<file path="config.mk">
export PLATFORM = sky130hd
export DESIGN_NAME = fetch_sequencer
export DESIGN_NICKNAME = d
export VERILOG_FILES = /design/src/rtl/fetch_sequencer.sv
export SDC_FILE = /design/constraint.sdc
export NUM_CORES = 1
export LEC_CHECK = 0
export BUFFER_PORTS_ARGS = -buffer_cell sky130_fd_sc_hd__buf_4
export CORE_ASPECT_RATIO = 0.7
export CORE_MARGIN = 1
export CORE_UTILIZATION = 50
export CTS_BUF_LIST = sky130_fd_sc_hd__clkbuf_16
export DETAILED_ROUTE_END_ITERATION = 10
export PLACE_DENSITY = 0.72
export SLEW_MARGIN = 20
export SYNTH_ARGS = -nofsm -noshare
export SYNTH_HDL_FRONTEND = slang
export SYNTH_SLANG_ARGS = --single-unit
export TNS_END_PERCENT = 30
</file>
<file path="constraint.sdc">
create_clock -name clk -period 2.5 [get_ports clk]
set_input_delay 0.25 -clock clk [delete_from_list [all_inputs] [get_ports clk]]
set_output_delay 0.25 -clock clk [all_outputs]
set_load 0.01 [all_outputs]
</file>
<file path="src/rtl/fetch_sequencer.sv">
// Program-sequencing controller for the simple_cpu instruction memory bus.
// Owns the program counter, a small hardware return-address stack and a
// terminal HALT state. All outputs come straight from registers or from the
// state register, so there is no combinational path from inputs to outputs.

module fetch_sequencer #(
  parameter int unsigned AW          = 8,
  parameter int unsigned STACK_DEPTH = 4
) (
  input  logic                         clk,
  input  logic                         reset,
  input  logic                         run,
  input  logic                         stall,
  input  logic                         jump,
  input  logic                         call,
  input  logic                         ret,
  input  logic                         halt_req,
  input  logic [AW-1:0]                target,
  output logic                         im_abus_valid,
  output logic [AW-1:0]                im_abus_data,
  output logic                         halted,
  output logic                         stack_err,
  output logic [$clog2(STACK_DEPTH):0] depth
);

  localparam int unsigned IW = $clog2(STACK_DEPTH);
  localparam int unsigned DW = IW + 1;

  typedef enum logic [1:0] {StIdle, StRun, StHalt} state_e;

  state_e          state_q, state_d;
  logic [AW-1:0]   pc_q, pc_d;
  logic [DW-1:0]   sp_q, sp_d;
  logic            err_q, err_d;
  logic            push;
  logic [AW-1:0]   pc_inc;
  logic [AW-1:0]   top_entry;
  logic [AW-1:0]   stack_q [STACK_DEPTH];

  assign pc_inc    = pc_q + AW'(1);
  // Only meaningful when sp_q > 0; the ret path checks that before using it.
  assign top_entry = stack_q[IW'(sp_q - DW'(1))];

  // Next-state logic: priority halt_req > stall > !run > ret > call > jump > increment.
  always_comb begin
    state_d = state_q;
    pc_d    = pc_q;
    sp_d    = sp_q;
    err_d   = err_q;
    push    = 1'b0;
    unique case (state_q)
      StIdle: begin
        if (run) state_d = StRun;
      end
      StRun: begin
        if (halt_req) begin
          state_d = StHalt;
        end else if (stall) begin
          // Freeze everything; control inputs are dropped, not queued.
        end else if (!run) begin
          state_d = StIdle;
        end else if (ret) begin
          if (sp_q != '0) begin
            pc_d = top_entry;
            sp_d = sp_q - DW'(1);
          end else begin
            err_d   = 1'b1;
            state_d = StHalt;
          end
        end else if (call) begin
          if (sp_q < DW'(STACK_DEPTH)) begin
            push = 1'b1;
            pc_d = target;
            sp_d = sp_q + DW'(1);
          end else begin
            err_d   = 1'b1;
            state_d = StHalt;
          end
        end else if (jump) begin
          pc_d = target;
        end else begin
          pc_d = pc_inc;
        end
      end
      StHalt: begin
        // Terminal until reset.
      end
      default: state_d = StIdle;
    endcase
  end

  // State, PC, stack pointer and sticky error register with synchronous reset.
  always_ff @(posedge clk) begin
    if (reset) begin
      state_q <= StIdle;
      pc_q    <= '0;
      sp_q    <= '0;
      err_q   <= 1'b0;
    end else begin
      state_q <= state_d;
      pc_q    <= pc_d;
      sp_q    <= sp_d;
      err_q   <= err_d;
    end
  end

  // Return-address storage; contents survive reset, only the pointer is cleared.
  always_ff @(posedge clk) begin
    if (push && !reset) stack_q[IW'(sp_q)] <= pc_inc;
  end

  // Outputs decoded from registered state only.
  always_comb begin
    im_abus_valid = (state_q == StRun);
    halted        = (state_q == StHalt);
    im_abus_data  = pc_q;
    stack_err     = err_q;
    depth         = sp_q;
  end

endmodule

</file>
Word level (Yosys, flattened, before mapping)
Memory sizes are Yosys's and may differ from the RTL's. Cells that the tools add are included.

Bitwise gates (word level): 3. Magnitude comparators: 1. Muxes and demuxes: 31. Equal/unequal tests: 11. Reduce and logical (&&, ||, !) cells: 10. $add $sub $neg: 3.

Operator list (count): 8-bit two-way mux (5); 2-bit two-way mux (8); 5-bit inequality test (second input constant) (3); 7-bit AND reduction (2); 1-bit two-way mux (13); 3-bit two-way mux (4); 6-bit AND reduction (2); 8-bit by 1-bit adder with 8-bit output (second input constant) (1); 2-bit inequality test (second input constant) (3); 2-bit case mux with 3 select lines (1); 2-bit nonzero test (2); 3-bit by 1-bit adder with 3-bit output (second input constant) (1); 3-bit less-than comparator (second input constant) (1); 3-bit by 1-bit inequality test with 1-bit output (second input constant) (1); 3-bit inequality test (second input constant) (1); 1-bit NOT (3); 3-bit nonzero test (1); 3-bit by 1-bit subtractor with 3-bit output (second input constant) (1); 2-bit by 1-bit equality test with 1-bit output (second input constant) (1); 2-bit equality test (second input constant) (1); 2-bit logical NOT (1); 2-bit by 1-bit inequality test with 1-bit output (second input constant) (1); 1-bit logical AND (1); 1-bit logical NOT (1).

Input bits: 16. Word-level logic and storage cells: 64. Memories: 1. Output and inout bits: 14. Memory bits (writable): 32. Register bits after elaboration: 14.

Memory list: stack_q (words 4, width 8, rd ports 1, clocked after memory_dff 0, wr ports 1, RTL line 38) `logic [AW-1:0] stack_q [STACK_DEPTH];`.

Longest topological paths before layout
Gate-level depths: netlist of the first run.

Depth after elaboration: 11. Depth in mapped cells: 8.

Least setup slack after synthesis of the first run
OpenSTA, ideal clock, no wires.

Path type: register to register. Start point: register sp_q[0], in the netlist depth[0]. End point: register pc_q[7], in the netlist im_abus_data[7]. Slack: 507 ps. Data required time: 2414 ps. Library setup time: 86 ps. Buffers on the path: 2. Arrival time: 1907 ps. Stages on the path, launching flop included: 9. Cell sequence: dfxtp_1 -> buf_4 -> inv_1 -> ha_1 -> clkbuf_2 -> mux4_2 -> nor2_1 -> a311o_1 -> a211oi_1.

Longest elaborated chain between the ends: 4. Elaborated cells on any way between the ends: 9.

RTL lines: start, declared (RTL line 33) `logic [DW-1:0] sp_q, sp_d;`; start signal, assigned (RTL line 102) `sp_q <= sp_d;`; 3-bit by 1-bit subtractor with 3-bit output; memory read 4 x 8 bit; 8-bit two-way mux (RTL line 63) `if (sp_q != '0) begin`; 8-bit two-way mux (RTL line 62) `end else if (ret) begin`; end signal, assigned (RTL line 101) `pc_q <= pc_d;`; end, declared (RTL line 32) `logic [AW-1:0] pc_q, pc_d;`.

Several ways; a longest one is shown, not always the timed one. The select of a mux whose other input is x is not followed. A chain may end at the register's enable or synchronous reset.

Worst setup path after layout of the first run
Start point: register sp_q[1], in the netlist depth[1]. End point: register pc_q[4], in the netlist im_abus_data[4].

Same word-level chain as after synthesis.

==> reports/metrics.cfg, run 1 <==
[routing]
drtAntennaViolNets=0
vias=1651
wl_per_cell_um=20.8
routed_via_density=6.35
drt-initial-drc-count=153
drc=0
wirelength_um=5410
dr.pass1.iters=4

[floorplanning]
start_util=0.544
ios=30
placementRows=19
die_w_um=81.7
coreArea_um2=4090
die_y_um=57.8
fp.dieArea_um2=4720

[synthesis]
avgSynthCellArea_um2=12.5
synth_ff_type=edfxtp_1
synth_most_common_cell=edfxtp_1
ys_seq_area_frac=0.558
synth.top_cell.area_share=0.432
ys_ff_latch=46
synth_edf_count=32
netlist.top_cell.by_area=edfxtp_1
yosys-top-cells-count=edfxtp_1, dfxtp_1, nor2_1
synth_area_leaders=edfxtp_1, dfxtp_1, mux4_2
synthCells=178
ys_warn_count=0
ys_types=41
syn-num-nets=200
async_flop_share=0
syn_area_um2=2220

[clocking]
clk_path_buf_depth=2
postCtsSetupBuffers=0
ctsHtreeMaxLevel=2
root_buffer=clkbuf_16
clk_pin_slew_ps=60
cts_buffers=5
clkLatencyLatePin_ps=280
cts_resized=0
cts_hold_buf=0
clkSinkCount=46
cts_tree=done

[critical_path]
end_kind=register
ff2ff_setup_slack_ps=260
worst_ep_arrival_time_ps=2390
required_ps=2650
critPathKind=register to register
setup.worst_path.start_class=register
crit_fanout=14

[sta]
hold_viol_final=0
maxSlewHeadroom=0.516
min_period_ps=2240
post-route-period-util=0.897
drv_slew=0
finClkSkew_ps=7.18
setup_tns_ps=0
grt_setup_unrepaired=no
max_freq_mhz=446
tightest_slew_ps=721
setup_violations=0

[place]
gp_congestion=0.798
hpwl_um=3900
place_area_um2=2470
port_buffers=29

[global_route]
grt_usage=0.252
grt_antenna_before_repair=0
grt_max_degree=20
grt_first_pass_wirelength_um=8480
grt_overflow=0
grt_pass1_vias=1533

[power]
power_density_nw_per_um2=588
p_leak_uw=0.000975
finalPower_uw=1530
vdd_drop_max_uv=461

[layout]
fin_nets=229
final_area_um2=2610
drive_above_1_share=0.216
n_antenna_cell=0
fillers=326
area_delta_synth_final_pct=17.2

[outcome]
outcome=finished, final reports clean

[min_path]
hold_class=primary input to register

[run]
maxCapViolations=0

## worst paths after layout
check                    startpoint                           end  cells past startpoint
min                             run       state_q[0]$_SDFFE_PP0P_                      3
max reg2reg   depth[1]$_SDFFE_PP0P_  im_abus_data[4]$_SDFFE_PP0P_                      6
max           depth[1]$_SDFFE_PP0P_  im_abus_data[4]$_SDFFE_PP0P_                      6
min reg2reg  stack_err$_SDFFE_PP0P_        stack_err$_SDFFE_PP0P_                      2
## worst max-delay path: stages (launching register included)
cell	delay (ps)
dfxtp_1	400
inv_1	100
ha_1	250
and3b_1	250
nor4_4	560
nor2_1	140
a311oi_1	410
## final cells by class
| type | instances | area, µm² | area share |
|---|---|---|---|
| clock buffers | 5 | 125 | 0.0480 |
| clock inverters | 3 | 11.3 | 0.00432 |
| inverters | 7 | 26.3 | 0.0101 |
| multi-input cells | 117 | 912 | 0.350 |
| flip-flops and latches | 46 | 1240 | 0.476 |
| well taps | 52 | 65.1 | 0.0250 |
| repair buffers | 30 | 225 | 0.0864 |
## sequential cells by signal (all words and copies together) (netlist names)
register and flops:
depth 3, state_q 2, stack_q 32, stack_err 1
im_abus_data 8
## where the power goes
part / switching, µW / internal (µW) / total (µW)
sequential: 5.78 / 810 / 816
combinational: 52.6 / 41.6 / 94.2
clock: 261 / 360 / 621
total: 320 / 1210 / 1530
## through the flow
step,utilization,setup slack [ps],hold slack (ps),instances
3_3_place_gp,0.604,531,451,252
4_1_cts,0.637,306,275,260
5_1_grt,0.637,177,306,260
3_5_place_dp,0.604,432,474,252
2_1_floorplan,-,507,322,178
6_report,0.637,258,276,260
## layout by cell type, fill, tap and decap left out, drive strengths merged
cell type  count
a211o          1
a211oi         1
a21oi         11
a311o          1
a311oi         3
a32oi          1
and2           4
and3b          2
and4           2
buf           30
clkbuf         5
clkinv         1
dfxtp         14
edfxtp        32
ha             6
inv            9
mux2i          1
mux4           8
nand2          8
nand2b         3
nand3          5
nand3b         2
nand4          1
nand4bb        1
nor2          12
nor2b          2
nor3           8
nor4           2
o211ai         2
o21a           4
o21ai          9
o311a          3
o311ai         1
o31ai          4
or3b           1
or4            1
xnor2          4
xor2           3
## logic make-up (layout without fill, tap and decap cells)
family	after synthesis	count (layout)	synth area share
mux	9	9	0.0855
compound gates	41	41	0.124
xor+xnor	7	7	0.0276
buf+inv	15	45	0.0321
fa+ha+maj	6	6	0.0337
flops	46	46	0.558
simple gates	54	54	0.139
## layer usage
layer / global-route usage / share of wire / up-vias
li1: - / - / 743
met1: 0.399 / 0.45 / 791
met2: 0.341 / 0.43 / 103
met3: 0.0677 / 0.098 / 14
met4: 0.0652 / 0.019 / 0
met5: 0 / 0 / -
No activity file was read; power rests on OpenSTA's default activity.
==> run 2: changes to the inputs <==
--- a/config.mk
+++ b/config.mk
@@ -5,13 +5,13 @@
 export SDC_FILE = /design/constraint.sdc
 export NUM_CORES = 1
 export LEC_CHECK = 0
-export BUFFER_PORTS_ARGS = -buffer_cell sky130_fd_sc_hd__buf_4
 export CORE_ASPECT_RATIO = 0.7
 export CORE_MARGIN = 1
 export CORE_UTILIZATION = 50
 export CTS_BUF_LIST = sky130_fd_sc_hd__clkbuf_16
+export CTS_CLUSTER_DIAMETER = 80
 export DETAILED_ROUTE_END_ITERATION = 10
-export PLACE_DENSITY = 0.72
+export DONT_BUFFER_PORTS = 1
 export SLEW_MARGIN = 20
 export SYNTH_ARGS = -nofsm -noshare
 export SYNTH_HDL_FRONTEND = slang
==> run 2 against run 1 <==
- global-route usage is 2.9 points lower
- final area is 6.0% lower
- combinational power is 46% lower
- cell count is 11% lower
- worst hold slack worse by 240 ps
- clock power is 33% higher
- maximum frequency is 9.4% higher
- die area stayed put
- total power is 10% higher
- register-to-register slack better by 190 ps
- wire length is 16% lower
- non-clock buffer count is 28 lower
- critical path type unchanged
==> reports/metrics.cfg, run 2 (same netlist as run 1, synthesis figures left out) <==
[critical_path]
r2r-start=state_q[0]$_SDFFE_PP0P_
ff2ff_setup_slack_ps=450
crit_path_end=stack_q[0][4]$_DFFE_PP_
end_kind=register
required_ps=2430
setup.worst_path.start_class=register
crit_fanout=8
worstRegToRegCells=4
rr_endpoint=stack_q[0][4]$_DFFE_PP_
startpoint=state_q[0]$_SDFFE_PP0P_
worst_ep_arrival_time_ps=1980
critPathKind=register to register

[global_route]
grt_overflow=0
grt_usage=0.223
grt_first_pass_wirelength_um=7580
grt_pass1_vias=1547
grt_max_degree=20
grt_antenna_before_repair=0

[clocking]
cts_tree=done
ctsHtreeMaxLevel=2
cts_hold_buf=0
cts_buffers=5
cts_resized=0
clk_path_buf_depth=2
clkLatencyLatePin_ps=280
postCtsSetupBuffers=0
clkSinkCount=46
clk_pin_slew_ps=60
root_buffer=clkbuf_16

[sta]
drv_slew=0
tightest_slew_ps=554
setup_tns_ps=0
hold_viol_final=0
maxSlewHeadroom=0.629
max_freq_mhz=488
min_period_ps=2050
grt_setup_unrepaired=no
post-route-period-util=0.820
setup_violations=0
finClkSkew_ps=5.00

[floorplanning]
fp.dieArea_um2=4720
coreArea_um2=4090
die_w_um=81.7
start_util=0.544
placementRows=19
die_y_um=57.8
ios=30

[layout]
fin_nets=201
fillers=325
multi_input_area_um2=912
final_common_cell=edfxtp_1
final-seq-area_um2=1240
n_antenna_cell=0
drive_above_1_share=0.106
regMostFlops=stack_q
largest_reg_flops=32
area_delta_synth_final_pct=10.1
final_cell_mix=edfxtp_1, dfxtp_1, nor2_1

[place]
hpwl_um=3350
port_buffers=0
gp_congestion=0.787

[routing]
wl_per_cell_um=19.7
drtAntennaViolNets=0
routed_via_density=6.34
drt-initial-drc-count=113
dr.pass1.iters=5
wirelength_um=4570
drc=0
vias=1471

[power]
power_density_nw_per_um2=691
p_leak_uw=0.000850
finalPower_uw=1690
vdd_drop_max_uv=342

[run]
maxCapViolations=0

[outcome]
outcome=finished, final reports clean

[min_path]
hold_class=primary input to register

==> run 2: cell types whose count changed in the layout (fill, tap and decap cells not counted) <==
cell       previous run  this run
buf_4                30         2
bufinv_16             0         2
inv_1                 9         7
==> run 2: report_power, final <==
group,internal (µW),switching (µW)
combinational,22.4,28.3
sequential,811,6.61
clock,568,255
==> run 2: critical path, cell delays in order (launching register included) <==
cell	delay (ps)
dfxtp_1	400
nand4bb_1	220
nand2b_1	280
nor3_1	330
and2_1	460
==> run 2: per-stage QoR <==
step                      std cells  setup WS [ps]  cell area [µm²]  hold WS [ps]   util
after floorplan                 178            507             2220           322      -
after CTS                       232            410             2450          27.3  0.599
after detailed placement        224            423             2260           326  0.553
after global routing            232            291             2450          23.9  0.599
final                           232            450             2450          33.8  0.599
after global placement          224            532             2260           323  0.553
==> run 2: layout make-up <==
type                            instances  share of cell area
Clock inverter                          3              0.0261
Clock buffer                            5              0.0511
Inverter                                7              0.0107
Multi-Input combinational cell        117               0.373
Sequential cell                        46               0.507
Tap cell                               52              0.0266
Timing Repair Buffer                    2             0.00613
==> run 2: how the worst min path moves through the flow <==
stage	from	to	slack (ps)	cells past startpoint
after CTS	reset	state_q[1]$_SDFFE_PP0P_	30	1
after detailed placement	reset	im_abus_data[0]$_SDFFE_PP0P_	330	1
after global routing	reset	im_abus_data[1]$_SDFFE_PP0P_	20	1
after global placement	reset	state_q[1]$_SDFFE_PP0P_	320	1
after floorplan	reset	depth[1]$_SDFFE_PP0P_	320	1
final	reset	state_q[1]$_SDFFE_PP0P_	30	1
==> run 2: metal layers <==
metal / up-vias / wire length [µm] / global-route usage
met5: - / 0 / 0
met4: 0 / 51 / 0.0652
met3: 7 / 372 / 0.0724
met2: 61 / 2170 / 0.352
met1: 718 / 1970 / 0.297
li1: 685 / - / -
==> run 3: changes to the inputs <==
--- a/config.mk
+++ b/config.mk
@@ -12,6 +12,7 @@
 export CTS_CLUSTER_DIAMETER = 80
 export DETAILED_ROUTE_END_ITERATION = 10
 export DONT_BUFFER_PORTS = 1
+export PLACE_DENSITY = 0.68
 export SLEW_MARGIN = 20
 export SYNTH_ARGS = -nofsm -noshare
 export SYNTH_HDL_FRONTEND = slang
==> constraint.sdc (replaced) <==
create_clock -name clk -period 1.7 [get_ports clk]
set_input_delay 0.17 -clock clk [delete_from_list [all_inputs] [get_ports clk]]
set_output_delay 0.17 -clock clk [all_outputs]
set_load 0.01 [all_outputs]
==> run 3 against run 2 <==
- die area stayed put
- critical path depth up 2
- clock power increased by 53%
- wire length increased by 32%
- register-to-register slack lost 410 ps
- critical path type unchanged
- highest routed layer unchanged
- global-route usage increased by 6.6 points
- clock skew increased by 2.9 ps
- via count is 16% higher
==> reports/metrics.cfg, run 3 (same netlist as run 1, synthesis figures left out) <==
[routing]
wirelength_um=6040
wl_per_cell_um=23.7
routed_via_density=6.71
drt-initial-drc-count=168
dr.pass1.iters=5
drtAntennaViolNets=0
drc=0
vias=1710

[floorplanning]
ios=30
start_util=0.544
coreArea_um2=4090
die_w_um=81.7
placementRows=19
die_y_um=57.8
fp.dieArea_um2=4720

[global_route]
grt_max_degree=20
grt_overflow=0
grt_first_pass_wirelength_um=9390
grt_pass1_vias=1659
grt_antenna_before_repair=0
grt_usage=0.290

[sta]
hold_viol_final=0
min_period_ps=1660
drv_slew=0
finClkSkew_ps=7.88
maxSlewHeadroom=0.532
max_freq_mhz=603
setup_violations=0
post-route-period-util=0.976
setup_tns_ps=0
tightest_slew_ps=700

[layout]
n_antenna_cell=0
final_cell_mix=edfxtp_1, buf_4, nor2_1, dfxtp_1, a21oi_1
multi_input_area_um2=932
final_core_util=0.664
largest_reg_flops=32
stdcell_count=255
fillers=309
regMostFlops=stack_q
final_common_cell=edfxtp_1
area_delta_synth_final_pct=22.0
final-seq-area_um2=1250
final_area_um2=2710
fin_nets=224
drive_above_1_share=0.236

[place]
hpwl_um=4180
port_buffers=0
dp.cells=246
place_area_um2=2510
gp_congestion=0.878

[clocking]
cts_buffers=5
clkLatencyLatePin_ps=290
root_buffer=clkbuf_16
postCtsSetupBuffers=0
cts_tree=done
clkSinkCount=46
clk_path_buf_depth=2
ctsHtreeMaxLevel=2
clk_pin_slew_ps=70

[critical_path]
cp_slowest_cell=or4_4
critPathKind=register to register
path_cells=inv_4 -> ha_4 -> nor2b_1 -> o21a_1 -> or4_4 -> a21oi_2
setup.worst_path.start_class=register
crit_fanout=4
end_kind=register
max_stage_delay_ps=500
worst_ep_arrival_time_ps=1880
required_ps=1920

[min_path]
hold_class=primary input to register

[outcome]
outcome=finished, final reports clean

[power]
p_leak_uw=0.000991
power_density_nw_per_um2=944
vdd_drop_max_uv=610

[run]
maxCapViolations=0

==> run 3: worst paths after layout <==
path / startpoint / end / slack [ps] / cells past startpoint
setup / recovery: depth[0]$_SDFFE_PP0P_ / depth[2]$_SDFFE_PP0P_ / 40 / 6
hold / removal: ret / im_abus_data[3]$_SDFFE_PP0P_ / 60 / 2
setup reg to reg: depth[0]$_SDFFE_PP0P_ / depth[2]$_SDFFE_PP0P_ / 40 / 6
hold reg to reg: state_q[1]$_SDFFE_PP0P_ / state_q[0]$_SDFFE_PP0P_ / 530 / 2
==> run 3: per-stage QoR <==
| stage | hold slack (ps) | worst slack, ps | power (µW) |
|---|---|---|---|
| after floorplan | 242 | 8.50 | 1300 |
| after global placement | 242 | 137 | 1310 |
| after detailed placement | 246 | 83.4 | 1320 |
| after CTS | 50.0 | 51.2 | 2560 |
| after global routing | 62.2 | -17.1 | 2620 |
| final | 64.2 | 40.6 | 2560 |
==> run 3: where the power goes <==
group / leakage (µW) / internal [µW] / switching [µW]
Clock: 0.0000915 / 837 / 422
Sequential: 0.000449 / 1190 / 5.79
Combinational: 0.000450 / 46.6 / 60.3
==> run 3: routing by layer <==
metal,track usage,vias to the layer above,routed length [µm]
li1,-,733,-
met1,0.436,848,2590
met2,0.404,117,2670
met3,0.0866,12,677
met4,0.0877,0,102
met5,0,-,0
==> run 3: what timing repair did <==
item | CTS | global route
resized for setup | 0 | 4
hold buffers | 1 | 0
hold endpoints to repair | 14 | 0
setup endpoints to repair | 0 | 3
==> run 3: critical path, delay by kind of cell (launching register included) <==
family,cells,cell delay (ps)
adders and majority gates,1,170
buffers and inverters,1,50
AOI/OAI and AO/OA,2,360
and+or+nand+nor,2,640
DFF,1,380
==> run 3: area by class of cell <==
cell class	instances	area share
tap	52	0.0240
multi-input combinational	117	0.343
timing repair buffer	25	0.0931
clock buffer	5	0.0461
clock inverter	3	0.0235
inverter	7	0.0106
sequential	46	0.459
